<file path="src/rtl/wb_pkg.sv">
// Shared types for the Wishbone round-robin arbiter.
// Latency: n/a (types only).
// Backpressure: n/a.
package wb_pkg;

    typedef enum logic [1:0] {
        IDLE  = 2'd0,
        OWNED = 2'd1,
        ABORT = 2'd2
    } arb_state_t;

    typedef enum logic {
        RETURN_ACK = 1'b0,
        RETURN_ERR = 1'b1
    } ret_t;

    function automatic int idx_width(input int n);
        return (n > 1) ? $clog2(n) : 1;
    endfunction

endpackage

</file>
<file path="src/rtl/wb_rr_pick.sv">
// Round-robin priority encoder: first requester searching upward from last+1.
// Latency: purely combinational.
// Backpressure: none; the caller decides when to register the pick.
module wb_rr_pick
    import wb_pkg::*;
#(
    parameter  int N  = 2,
    localparam int IW = idx_width(N)
) (
    input  logic [N-1:0]  req,
    input  logic [IW-1:0] last,
    output logic [N-1:0]  gnt,
    output logic [IW-1:0] idx,
    output logic          vld
);

    always_comb begin
        gnt = '0;
        idx = '0;
        vld = 1'b0;
        // offset N wraps back onto last itself, so a lone requester is re-granted
        for (int off = 1; off <= N; off++) begin
            if (!vld && req[(int'(last) + off) % N]) begin
                vld                          = 1'b1;
                gnt[(int'(last) + off) % N]  = 1'b1;
                idx                          = IW'((int'(last) + off) % N);
            end
        end
    end

endmodule

</file>
<file path="src/rtl/wb_arbiter_rr.sv">
// Shares one Wishbone B4 slave among NUM_MASTERS masters, round-robin, owner holds for whole CYC.
// Latency: 1 cycle IDLE->grant; address/data/strobe paths add zero cycles once owned.
// Backpressure: slave ACK/ERR routed only to owner; watchdog aborts stalled strobes with ERR.
module wb_arbiter_rr
    import wb_pkg::*;
#(
    parameter  int NUM_MASTERS = 2,
    parameter  int ADDR_WIDTH  = 16,
    parameter  int DATA_WIDTH  = 32,
    parameter  int GRANULE     = 8,
    parameter  int TIMEOUT     = 16,
    localparam int SEL_WIDTH   = DATA_WIDTH / GRANULE,
    localparam int IW          = idx_width(NUM_MASTERS)
) (
    input  logic                              clk_i,
    input  logic                              rst_i,
    input  logic [NUM_MASTERS-1:0]            m_cyc_i,
    input  logic [NUM_MASTERS-1:0]            m_stb_i,
    input  logic [NUM_MASTERS-1:0]            m_we_i,
    input  logic [NUM_MASTERS*ADDR_WIDTH-1:0] m_adr_i,
    input  logic [NUM_MASTERS*DATA_WIDTH-1:0] m_dat_i,
    input  logic [NUM_MASTERS*SEL_WIDTH-1:0]  m_sel_i,
    output logic [DATA_WIDTH-1:0]             m_dat_o,
    output logic [NUM_MASTERS-1:0]            m_ack_o,
    output logic [NUM_MASTERS-1:0]            m_err_o,
    output logic                              s_cyc_o,
    output logic                              s_stb_o,
    output logic                              s_we_o,
    output logic [ADDR_WIDTH-1:0]             s_adr_o,
    output logic [DATA_WIDTH-1:0]             s_dat_o,
    output logic [SEL_WIDTH-1:0]              s_sel_o,
    input  logic [DATA_WIDTH-1:0]             s_dat_i,
    input  logic                              s_ack_i,
    input  logic                              s_err_i,
    output logic [NUM_MASTERS-1:0]            grant_o
);

    localparam int              WD_W    = (TIMEOUT > 1) ? $clog2(TIMEOUT + 1) : 1;
    localparam logic [WD_W-1:0] WD_LAST = WD_W'(TIMEOUT - 1);

    arb_state_t             state_q;
    logic [NUM_MASTERS-1:0] grant_q;
    logic [IW-1:0]          gidx_q;
    logic [IW-1:0]          last_q;
    logic [WD_W-1:0]        wd_q;
    logic                   pending_q;
    logic                   err_pulse_q;

    logic [NUM_MASTERS-1:0] pick_gnt;
    logic [IW-1:0]          pick_idx;
    logic                   pick_vld;
    logic                   owned;
    logic                   slv_ret;

    wb_rr_pick #(
        .N (NUM_MASTERS)
    ) u_pick (
        .req  (m_cyc_i),
        .last (last_q),
        .gnt  (pick_gnt),
        .idx  (pick_idx),
        .vld  (pick_vld)
    );

    assign owned   = (state_q == OWNED);
    assign slv_ret = s_ack_i | s_err_i;

    // slave-side request: straight mux from the owner's slice, no register stage
    assign s_cyc_o = owned & m_cyc_i[gidx_q];
    assign s_stb_o = owned & m_stb_i[gidx_q];
    assign s_we_o  = owned & m_we_i[gidx_q];
    assign s_adr_o = m_adr_i[gidx_q*ADDR_WIDTH +: ADDR_WIDTH];
    assign s_dat_o = m_dat_i[gidx_q*DATA_WIDTH +: DATA_WIDTH];
    assign s_sel_o = m_sel_i[gidx_q*SEL_WIDTH +: SEL_WIDTH];

    // grant_q is zero outside OWNED/ABORT, so responses can never leak to other masters
    assign m_dat_o = s_dat_i;
    assign m_ack_o = grant_q & {NUM_MASTERS{owned & s_ack_i}};
    assign m_err_o = grant_q & {NUM_MASTERS{(owned & s_err_i) | err_pulse_q}};
    assign grant_o = grant_q;

    always_ff @(posedge clk_i) begin
        if (rst_i) begin
            state_q     <= IDLE;
            grant_q     <= '0;
            gidx_q      <= '0;
            last_q      <= IW'(NUM_MASTERS - 1);
            wd_q        <= '0;
            pending_q   <= 1'b0;
            err_pulse_q <= 1'b0;
        end else begin
            err_pulse_q <= 1'b0;
            case (state_q)
                IDLE: begin
                    wd_q      <= '0;
                    pending_q <= 1'b0;
                    if (pick_vld) begin
                        state_q <= OWNED;
                        grant_q <= pick_gnt;
                        gidx_q  <= pick_idx;
                    end
                end

                OWNED: begin
                    if (!m_cyc_i[gidx_q]) begin
                        state_q   <= IDLE;
                        grant_q   <= '0;
                        last_q    <= gidx_q;
                        wd_q      <= '0;
                        pending_q <= 1'b0;
                    end else begin
                        if (slv_ret) begin
                            pending_q <= 1'b0;
                        end else if (s_stb_o) begin
                            pending_q <= 1'b1;
                        end

                        if (TIMEOUT > 0) begin
                            if (slv_ret) begin
                                wd_q <= '0;
                            end else if (m_stb_i[gidx_q] || pending_q) begin
                                if (wd_q == WD_LAST) begin
                                    state_q     <= ABORT;
                                    err_pulse_q <= 1'b1;
                                    wd_q        <= '0;
                                    pending_q   <= 1'b0;
                                end else begin
                                    wd_q <= wd_q + 1'b1;
                                end
                            end
                        end
                    end
                end

                ABORT: begin
                    // slave stays detached; wait for the owner to give up CYC
                    if (!m_cyc_i[gidx_q]) begin
                        state_q <= IDLE;
                        grant_q <= '0;
                        last_q  <= gidx_q;
                    end
                end

                default: begin
                    state_q <= IDLE;
                    grant_q <= '0;
                end
            endcase
        end
    end

endmodule

</file>
<file path="config.mk">
export PLATFORM = sky130hd
export DESIGN_NAME = wb_arbiter_rr
export DESIGN_NICKNAME = d
export VERILOG_FILES = /design/src/rtl/wb_pkg.sv /design/src/rtl/wb_rr_pick.sv /design/src/rtl/wb_arbiter_rr.sv
export SDC_FILE = /design/constraint.sdc
export NUM_CORES = 1
export LEC_CHECK = 0
export CAP_MARGIN = 5
export CORE_MARGIN = 10
export CORE_UTILIZATION = 22
export CTS_CLUSTER_SIZE = 40
export DETAILED_ROUTE_END_ITERATION = 10
export PLACE_DENSITY = 0.81
export SYNTH_ARGS = -nofsm -noshare
export SYNTH_HDL_FRONTEND = slang
export SYNTH_SLANG_ARGS = --single-unit
</file>
<file path="constraint.sdc">
create_clock -name clk_i -period 1.6 [get_ports clk_i]
set_clock_uncertainty 0.1 [all_clocks]
set_input_delay 0.32 -clock clk_i [delete_from_list [all_inputs] [get_ports clk_i]]
set_output_delay 0.32 -clock clk_i [all_outputs]
set_load 0.05 [all_outputs]
</file>
# Yosys cells after proc, flatten, opt, wreduce, memory -nomap -nowiden
# Cells that the tools add are included.
[word_totals] ff_bits=13 in_bits=146 out_inout_bits=93 elab_cells=101
[classes] add_sub_neg=3 magnitude_cmp=5 n_eq_ne=10 shift=3 mux=44 bitwise=15 reduce_logical=14
[op_table] operator="64-bit by 7-bit variable part select with 32-bit output" n=1
[op_table] operator="32-bit by 6-bit variable part select with 16-bit output" n=1
[op_table] operator="1-bit 2-to-1 mux" n=25
[op_table] operator="5-bit 2-to-1 mux" n=4
[op_table] operator="2-bit 2-to-1 mux" n=9
[op_table] operator="5-bit case mux with 2 select lines" n=1
[op_table] operator="2-bit AND reduction" n=4
[op_table] operator="8-bit by 4-bit variable part select with 4-bit output" n=1
[op_table] operator="2-bit by 3-bit less-than comparator with 1-bit output, second input constant" n=2
[op_table] operator="2-bit inequality test, second input constant" n=3
[op_table] operator="3-bit by 2-bit inequality test with 1-bit output, second input constant" n=2
[op_table] operator="2-bit case mux with 3 select lines" n=1
[op_table] operator="5-bit by 1-bit adder with 5-bit output, second input constant" n=1
[op_table] operator="1-bit bitwise AND" n=5
[op_table] operator="5-bit by 4-bit == test with 1-bit output, second input constant" n=1
[op_table] operator="5-bit AND reduction" n=1
[op_table] operator="5-bit OR reduction" n=1
[op_table] operator="2-bit bitwise AND" n=2
[op_table] operator="2-bit by 1-bit greater-or-equal comparator with 1-bit output, second input constant" n=2
[op_table] operator="4-bit by 3-bit inequality test with 1-bit output, second input constant" n=1
[op_table] operator="2-bit case mux with 2 select lines" n=1
[op_table] operator="1-bit logical AND" n=3
[op_table] operator="3-bit inequality test, second input constant" n=1
[op_table] operator="1-bit inverter" n=3
[op_table] operator="other kinds (14)" n=18

# Logic depth before layout (Yosys ltp)
# Gate-level depths: netlist (run 1).
[depth] word_depth=11 ltp_mapped=7 depth_no_buf=6

# Hierarchy
# Synthesis (run 1) repeated with hierarchy kept, for this count alone.
[unflattened] hier_cells=192 area_unflattened_um2=1702.9
[by_module_without_submodules] mod="wb_arbiter_rr" instances=1 cells_per_inst=187 area_each_um2=1670.4 seq_area_each_um2=260.2
[by_module_without_submodules] mod="wb_rr_pick" instances=1 cells_per_inst=5 area_each_um2=32.5 seq_area_each_um2=0.0

# Worst setup path after synthesis (run 1)
# OpenSTA, ideal clock, no wires.
[synth_path] path_kind="reg-to-output" startpoint="reg state_q[1]" endpoint="out m_err_o[0]" arrival_ns=1.590 required_ns=1.180 slack_ns=-0.410 path_stages_with_launch=6 path_buffers=1 path_cell_list="dfxtp_1 -> inv_1 -> ha_1 -> clkbuf_1 -> a21oi_1 -> nor2b_1"
[synth_between] elab_chain_cells=4
[synth_rtl] item="from (decl)" line_no="wb_arbiter_rr.sv:41" rtl="arb_state_t state_q;"
[synth_rtl] item="from (signal assigned)" line_no="wb_arbiter_rr.sv:84" rtl="state_q <= IDLE;"
[synth_rtl] item="from (signal assigned)" line_no="wb_arbiter_rr.sv:98" rtl="state_q <= OWNED;"
[synth_rtl] item="from (signal assigned)" line_no="wb_arbiter_rr.sv:106" rtl="state_q <= IDLE;"
[synth_rtl] item="2-bit by 1-bit == test with 1-bit output" line_no="wb_arbiter_rr.sv:65" rtl="assign owned = (state_q == OWNED);"
[synth_rtl] item="1-bit bitwise AND" line_no="wb_arbiter_rr.sv:79" rtl="assign m_err_o = grant_q & {NUM_MASTERS{(owned & s_err_i) | err_pulse_q}};"
[synth_rtl] item="1-bit bitwise OR" line_no="wb_arbiter_rr.sv:79"
[synth_rtl] item="2-bit bitwise AND" line_no="wb_arbiter_rr.sv:79"
[synth_rtl] item="to (decl)" line_no="wb_arbiter_rr.sv:25" rtl="output logic [NUM_MASTERS-1:0] m_err_o,"
# No other way between the ends.

# Worst setup path after layout (run 1)
[layout_path] startpoint="reg gidx_q" endpoint="out s_cyc_o"
[layout_between] elab_chain_cells=3
[layout_rtl] item="from (decl)" line_no="wb_arbiter_rr.sv:43" rtl="logic [IW-1:0] gidx_q;"
[layout_rtl] item="from (signal assigned)" line_no="wb_arbiter_rr.sv:100" rtl="gidx_q <= pick_idx;"
[layout_rtl] item="1-bit 2-to-1 mux (implied by the code) (2 in series)" line_no="wb_arbiter_rr.sv:69" rtl="assign s_cyc_o = owned & m_cyc_i[gidx_q];"
[layout_rtl] item="1-bit bitwise AND" line_no="wb_arbiter_rr.sv:69"
[layout_rtl] item="to (decl)" line_no="wb_arbiter_rr.sv:26" rtl="output logic s_cyc_o,"
# No other way between the ends. The select of a mux whose other input is x is not followed.

==> results of run 1 <==
==> report_power, final <==
| part | switching (mW) | leakage (nW) | internal, mW | total (mW) |
|---|---|---|---|---|
| Combinational | 1.98 | 1.66 | 1.94 | 3.92 |
| Clock | 0.128 | 0.0228 | 0.176 | 0.305 |
| Sequential | 0.0741 | 0.107 | 0.394 | 0.468 |
| Total | 2.18 | 1.79 | 2.51 | 4.69 |
==> kinds of logic after synthesis <==
logic type,after synthesis
compound gates,26
fa+ha+maj,4
buf+inv,45
flops,13
mux,57
simple gates,38
==> through the flow <==
stage          TNS [ns]  instances  worst slack, ns  power (mW)
2_1_floorplan     -3.10        183          -0.0658        2.43
3_5_place_dp      -7.43        436           -0.314        3.45
4_1_cts          -13.73        444           -0.269        4.17
3_3_place_gp      -6.58        436           -0.270        3.42
6_report         -12.98        455           -0.259        4.69
5_1_grt          -15.89        455           -0.285        4.88
==> worst register-to-register path: stages (launching register included) <==
cell and delay [ns]:
dfxtp_4 0.36, buf_6 0.12, buf_6 0.10, mux2_4 0.21, buf_6 0.13, nand3_4 0.07
or4_1 0.48, o22ai_1 0.16
==> cell usage in the layout, fill, tap and decap left out, drive strengths merged, types with 2 or more instances in the layout <==
cell,netlist,final
dlygate4sd2,0,2
a21oi,10,10
ha,4,4
clkbuf,3,7
nor3b,2,2
buf,38,94
nand2b,2,2
nand3,5,5
nor2b,3,3
nor3,3,3
nand2,7,7
and2,2,2
clkdlybuf4s50,0,111
a311oi,3,3
nor2,7,7
and3,3,3
inv,4,4
o21ai,5,5
dfxtp,13,13
mux2i,3,3
mux2,54,54
==> registers in the layout, indices dropped and copies added (netlist names) <==
| name | cells |
|---|---|
| err_pulse_q | 1 |
| grant_o | 2 |
| last_q | 1 |
| pending_q | 1 |
| gidx_q | 1 |
| wd_q | 5 |
| state_q | 2 |
==> routing by layer <==
metal	part of all wire, %	vias to the layer above	wire length, µm
li1	-	976	-
met1	36	1025	3870
met2	54	131	5800
met3	8.7	18	938
met4	1.2	0	125
met5	0	-	0
==> area by class of cell <==
type	instances	area share [%]
Tap cell	99	2.91
Sequential cell	13	6.27
Clock buffer	4	1.06
Timing Repair Buffer	210	56.1
Inverter	4	0.353
Multi-Input combinational cell	125	33.3
==> worst paths after layout <==
| path | start | endpoint | slack, ns | depth (start not counted) |
|---|---|---|---|---|
| worst max-delay path | gidx_q | s_cyc_o | -0.26 | 5 |
| worst min-delay path | wd_q[4] | wd_q[4] | 0.36 | 1 |
| worst max register to register | gidx_q | wd_q[2] | -0.20 | 7 |
| worst min register to register | wd_q[4] | wd_q[4] | 0.36 | 1 |
==> what timing repair did <==
| action | 4_1_cts | 5_1_grt |
|---|---|---|
| resized for setup | 85 | 68 |
| gates cloned | 1 | 5 |
| pin swaps | 12 | 6 |
| setup buffers | 3 | 6 |
| setup endpoints to repair | 69 | 69 |
==> Yosys cell counts, drive strengths merged <==
library cell and instances:
and3b 1, nor3 3, nand3 5, inv 4
mux2i 3, buf 38, nor3b 2, a21oi 10
or4 1, nand2 7, or2 1, dfxtp 13
o211a 1, and2 2, a211oi 1, clkbuf 3
mux2 54, o2111ai 1, o221ai 1, o22ai 1
ha 4, o221a 1, and3 3, nor2b 3
and4b 1, o21ai 5, nor2 7, a41oi 1
nand2b 2, a311oi 3, a21o 1
==> flow_summary_export.csv, run 1 <==
group,metric,value,unit
synth,synth.ff_latch_count,13,
synth,synth_top_family_by_area,"multiplexers",
layout,finalNetCount,507,
synth,synth_compound_area_share,10.9,%
status,outcome,"complete, but fails checks",
cts,clock_sinks,13,
layout,final_area,0.00425,mm²
synth,ys_top_cells_by_area,"mux2_2 37%, dfxtp_1 16%, buf_4 15%",
critical_path,critPathSlowestCell,"dfxtp_4",
timing,fmax,538,MHz
placement,hpwl,7290,µm
global_routing,grt_pass1_wl,13600,µm
cts,postCtsHoldBufs,0,
synth,synth_mux_area_share,39.3,%
global_routing,grt_max_degree,28,
critical_path,crit_family,"flip-flops",
placement,port_buffers,174,
layout,nFillCells,561,
timing,tightest_slew,0.351,ns
synth,yosysTopAreaCell,"mux2_2",
layout,area_delta_synth_final,160,%
critical_path,path_class,"register to primary output",
cts,cts_max_level,1,
critical_path,crit_chain,"buf_6 -> buf_6 -> mux2_4 -> and2_4 -> buf_12",
critical_path,arrival,1.44,ns
power,leakage,1.79,nW
global_routing,use_met3,5.43,%
route,wl_per_cell,23.6,µm
floorplanning,die_y,106,µm
global_routing,grt_use_met1,15.7,%
layout,seqCellArea,267,µm²
placement,dpl_cell_area,0.00344,mm²
cts,cts-root-buf,"clkbuf_8",
route,drtPass1Iterations,4,
timing,slew_headroom,76.5,%
layout,antennaDiodeCount,0,
global_routing,grt_overflow_total,0,
floorplanning,pin_count,239,
power,ir_drop,0.000514,V
synth,syn_nets,333,
floorplanning,row_count,31,
status,violations,"setup timing",
critical_path,path_buf_inv,3,
synth,ys_warn_count,0,
layout,drive_gt1_share,51.7,%
synth,synth.distinct_cells,36,
global_routing,top_usage_layer,"met2",
cts,clk_latency,0.25,ns
cts,cts_made_buffers,3,
critical_path,crit_top_cell,"buf_6",
critical_path,cp.required,1.18,ns
critical_path,slowest_delay,0.36,ns
route,antenna_left,0,
critical_path,cp_max_fo,5,
critical_path,endpoint_kind,"primary output",
floorplanning,coreArea,0.00725,mm²
route,drc,0,
floorplanning,initial_core_util,22.5,%
timing,hold_viol_final,0,
timing,final-max-slew-violation-count,0,
cts,cts.clk_slew.worst_paths,0.06,ns
timing,finalSetupViolations,69,
placement,gp_congestion,0.869,
power,power_density,1100,mW/mm²
synth,netlist_area,0.00163,mm²
global_routing,track_usage,15.3,%
route,drt-initial-drc-count,65,
synth,synth-seq-area-share,15.9,%
min_path,hp-class,"register to register",
synth,avgSynthCellArea,8.93,µm²
synth,synth_xor_area_share,0,%
timing,setup_ws,-0.259,ns
route,routed_wl,10700,µm
cts,cts.path.max_buffers,2,
floorplanning,die_w,106,µm
layout,multi_input_area,0.00141,mm²
floorplanning,die-area,0.0113,mm²
synth,synth_fa_ha_area_share,3.06,%
synth,netlist.area_leader.share,36.5,%
layout,utilization,58.6,%
synth,yosys.area_share.simple,12.7,%
cts,cts_tree,"done",
route,num_vias,2150,
timing,period_share,116,%
global_routing,grt_pass1_vias,2297,
global_routing,met2_usage,29.2,%
timing,period_needed,1.86,ns
synth,synth_cells,183,
job,maxCapViolCount,0,
route,viasPerCell,4.73,
timing,rsz0062_at_grt,"true",
global_routing,antenna_found_initial,0,
timing,worst_hold_slack,0.363,ns
critical_path,cp-start-kind,"register",
No activity file was read; power rests on OpenSTA's default activity.
==> inputs of run 2 (changes only) <==
Settings changed: GPL_TIMING_DRIVEN set to 0.
==> run 2 against run 1 <==
The run still ends with setup timing left. Combinational power down 5%. Fmax increased by 0.56%. Global-route usage up 1.4 points. Critical path depth decreased by 1. Sequential power is 3% higher. Clock power barely moved. Via count rose by 7.7%. Critical path type unchanged.
==> flow_summary_export.csv, run 2 (same netlist as run 1, synthesis figures left out) <==
group,metric,value,unit
status,outcome,"complete, but fails checks",
status,violations,"setup timing",
critical_path,critPathSlowestCell,"dfxtp_4",
timing,slew_headroom,61.1,%
route,drt-initial-drc-count,84,
layout,mostFrequentLayoutCells,"106 x clkdlybuf4s50_1, 57 x buf_6, 49 x mux2_2",
cts,cts.path.max_buffers,2,
timing,tightest_slew,0.584,ns
floorplanning,coreArea,0.00725,mm²
route,antenna_left,0,
placement,dpl_cell_area,0.00385,mm²
route,drtPass1Iterations,4,
layout,fin_cells,509,
timing,period_share,116,%
critical_path,cp_max_fo,10,
job,maxCapViolCount,0,
cts,clk_latency,0.25,ns
layout,largest_register_ff_count,5,
layout,antennaDiodeCount,0,
critical_path,crit_chain,"buf_12 -> buf_8 -> mux2_2 -> buf_6",
global_routing,grt_pass1_wl,15000,µm
layout,finalNetCount,561,
route,drc,0,
global_routing,grt_overflow_total,0,
layout,layout_commonest_cell,"clkdlybuf4s50_1",
timing,fin_tns_setup,-12.98,ns
timing,period_needed,1.85,ns
timing,fmax,541,MHz
global_routing,grt_max_degree,11,
critical_path,reg2reg_from,"gidx_q",
critical_path,cp.required,1.18,ns
layout,final_area,0.00439,mm²
timing,hold_viol_final,0,
floorplanning,pin_count,239,
floorplanning,die_y,106,µm
power,ir_drop,0.000445,V
layout,top_register,"wd_q",
global_routing,antenna_found_initial,0,
route,num_vias,2316,
critical_path,crit_start,"gidx_q",
layout,drive_gt1_share,52.2,%
timing,rsz0062_at_grt,"true",
cts,cts-root-buf,"clkbuf_8",
route,viasPerCell,4.55,
cts,cts_tree,"done",
placement,hpwl,8610,µm
timing,setup_ws,-0.248,ns
timing,final-max-slew-violation-count,0,
min_path,worstHoldStart,"wd_q[4]",
timing,finalSetupViolations,67,
critical_path,cp-start-kind,"register",
placement,port_buffers,205,
global_routing,grt_pass1_vias,2583,
min_path,hp-class,"register to register",
cts,clock_sinks,13,
timing,worst_hold_slack,0.369,ns
layout,nFillCells,593,
route,routed_wl,10600,µm
cts,cts_max_level,1,
floorplanning,die-area,0.0113,mm²
floorplanning,die_w,106,µm
critical_path,arrival,1.43,ns
placement,gp_congestion,0.850,
critical_path,path_class,"register to primary output",
cts,cts_made_buffers,3,
floorplanning,initial_core_util,22.5,%
critical_path,slowest_delay,0.37,ns
placement,dp_cells,487,
floorplanning,row_count,31,
layout,area_delta_synth_final,169,%
route,wl_per_cell,20.8,µm
cts,cts.clk_slew.worst_paths,0.06,ns
critical_path,endpoint_kind,"primary output",
global_routing,track_usage,16.6,%
power,leakage,1.87,nW
power,power_density,1030,mW/mm²
run 2: cell count changes in the layout (fill, tap and decap cells not counted), moves of 2 or more:
cell and delta:
buf_8 -11, clkbuf_2 +2, buf_12 -9, buf_6 +20, mux2_2 +40, ha_4 +2, inv_4 +2, mux2_4 -40
ha_1 -3, clkdlybuf4s50_1 -5, dlymetal6s2s_1 +2, buf_4 +24, dlygate4sd2_1 +32, clkbuf_16 -3
run 2: final cells by class:
class,instances,area [µm²],share of cell area [%]
inverter,4,20.0,0.456
tap,99,124,2.82
clock buffer,4,45.0,1.03
timing repair buffer,224,2260,51.6
sequential,13,270,6.16
buffer,40,369,8.41
multi-input combinational,125,1290,29.5
run 2: power by group:
part / internal, mW / switching [mW]
sequential: 0.400 / 0.0844
combinational: 1.71 / 2.03
clock: 0.176 / 0.129
total: 2.29 / 2.24
run 2: critical path, delay by kind of cell, from the launching register on:
family / cells / cell delay, ns
flip-flops: 1 / 0.37
multiplexers: 1 / 0.35
buffers and inverters: 3 / 0.45
run 2: worst paths after layout:
| check | depth (start not counted) | to | slack [ns] |
|---|---|---|---|
| worst max-delay path | 4 | s_dat_o[18] | -0.25 |
| worst min-delay path | 1 | wd_q[4] | 0.37 |
| worst min register to register | 1 | wd_q[4] | 0.37 |
| worst max register to register | 6 | state_q[1] | -0.12 |
run 2: repair_timing:
item                                    CTS  global route
buffers inserted                         14             6
endpoints found under the setup margin  103            69
hold buffers                              0             0
pin swaps                                 7            11
gates resized for setup                 462            84
gates cloned                              0             0
run 2: routing by layer:
layer	vias up	global-route usage (%)	wire length (µm)
met4	0	1.55	68
met1	1068	17.0	3670
met3	8	7.91	1210
met2	154	31.0	5620
li1	1086	-	-
met5	-	0	0
run 2: through the flow:
stage	worst slack (ns)	utilization, %	total power, mW
floorplan	-0.0658	-	2.43
global placement	-0.921	53.1	3.45
detailed placement	-0.948	53.1	3.48
CTS	-0.294	55.8	4.13
global route	-0.284	60.5	4.71
finish	-0.248	60.5	4.53
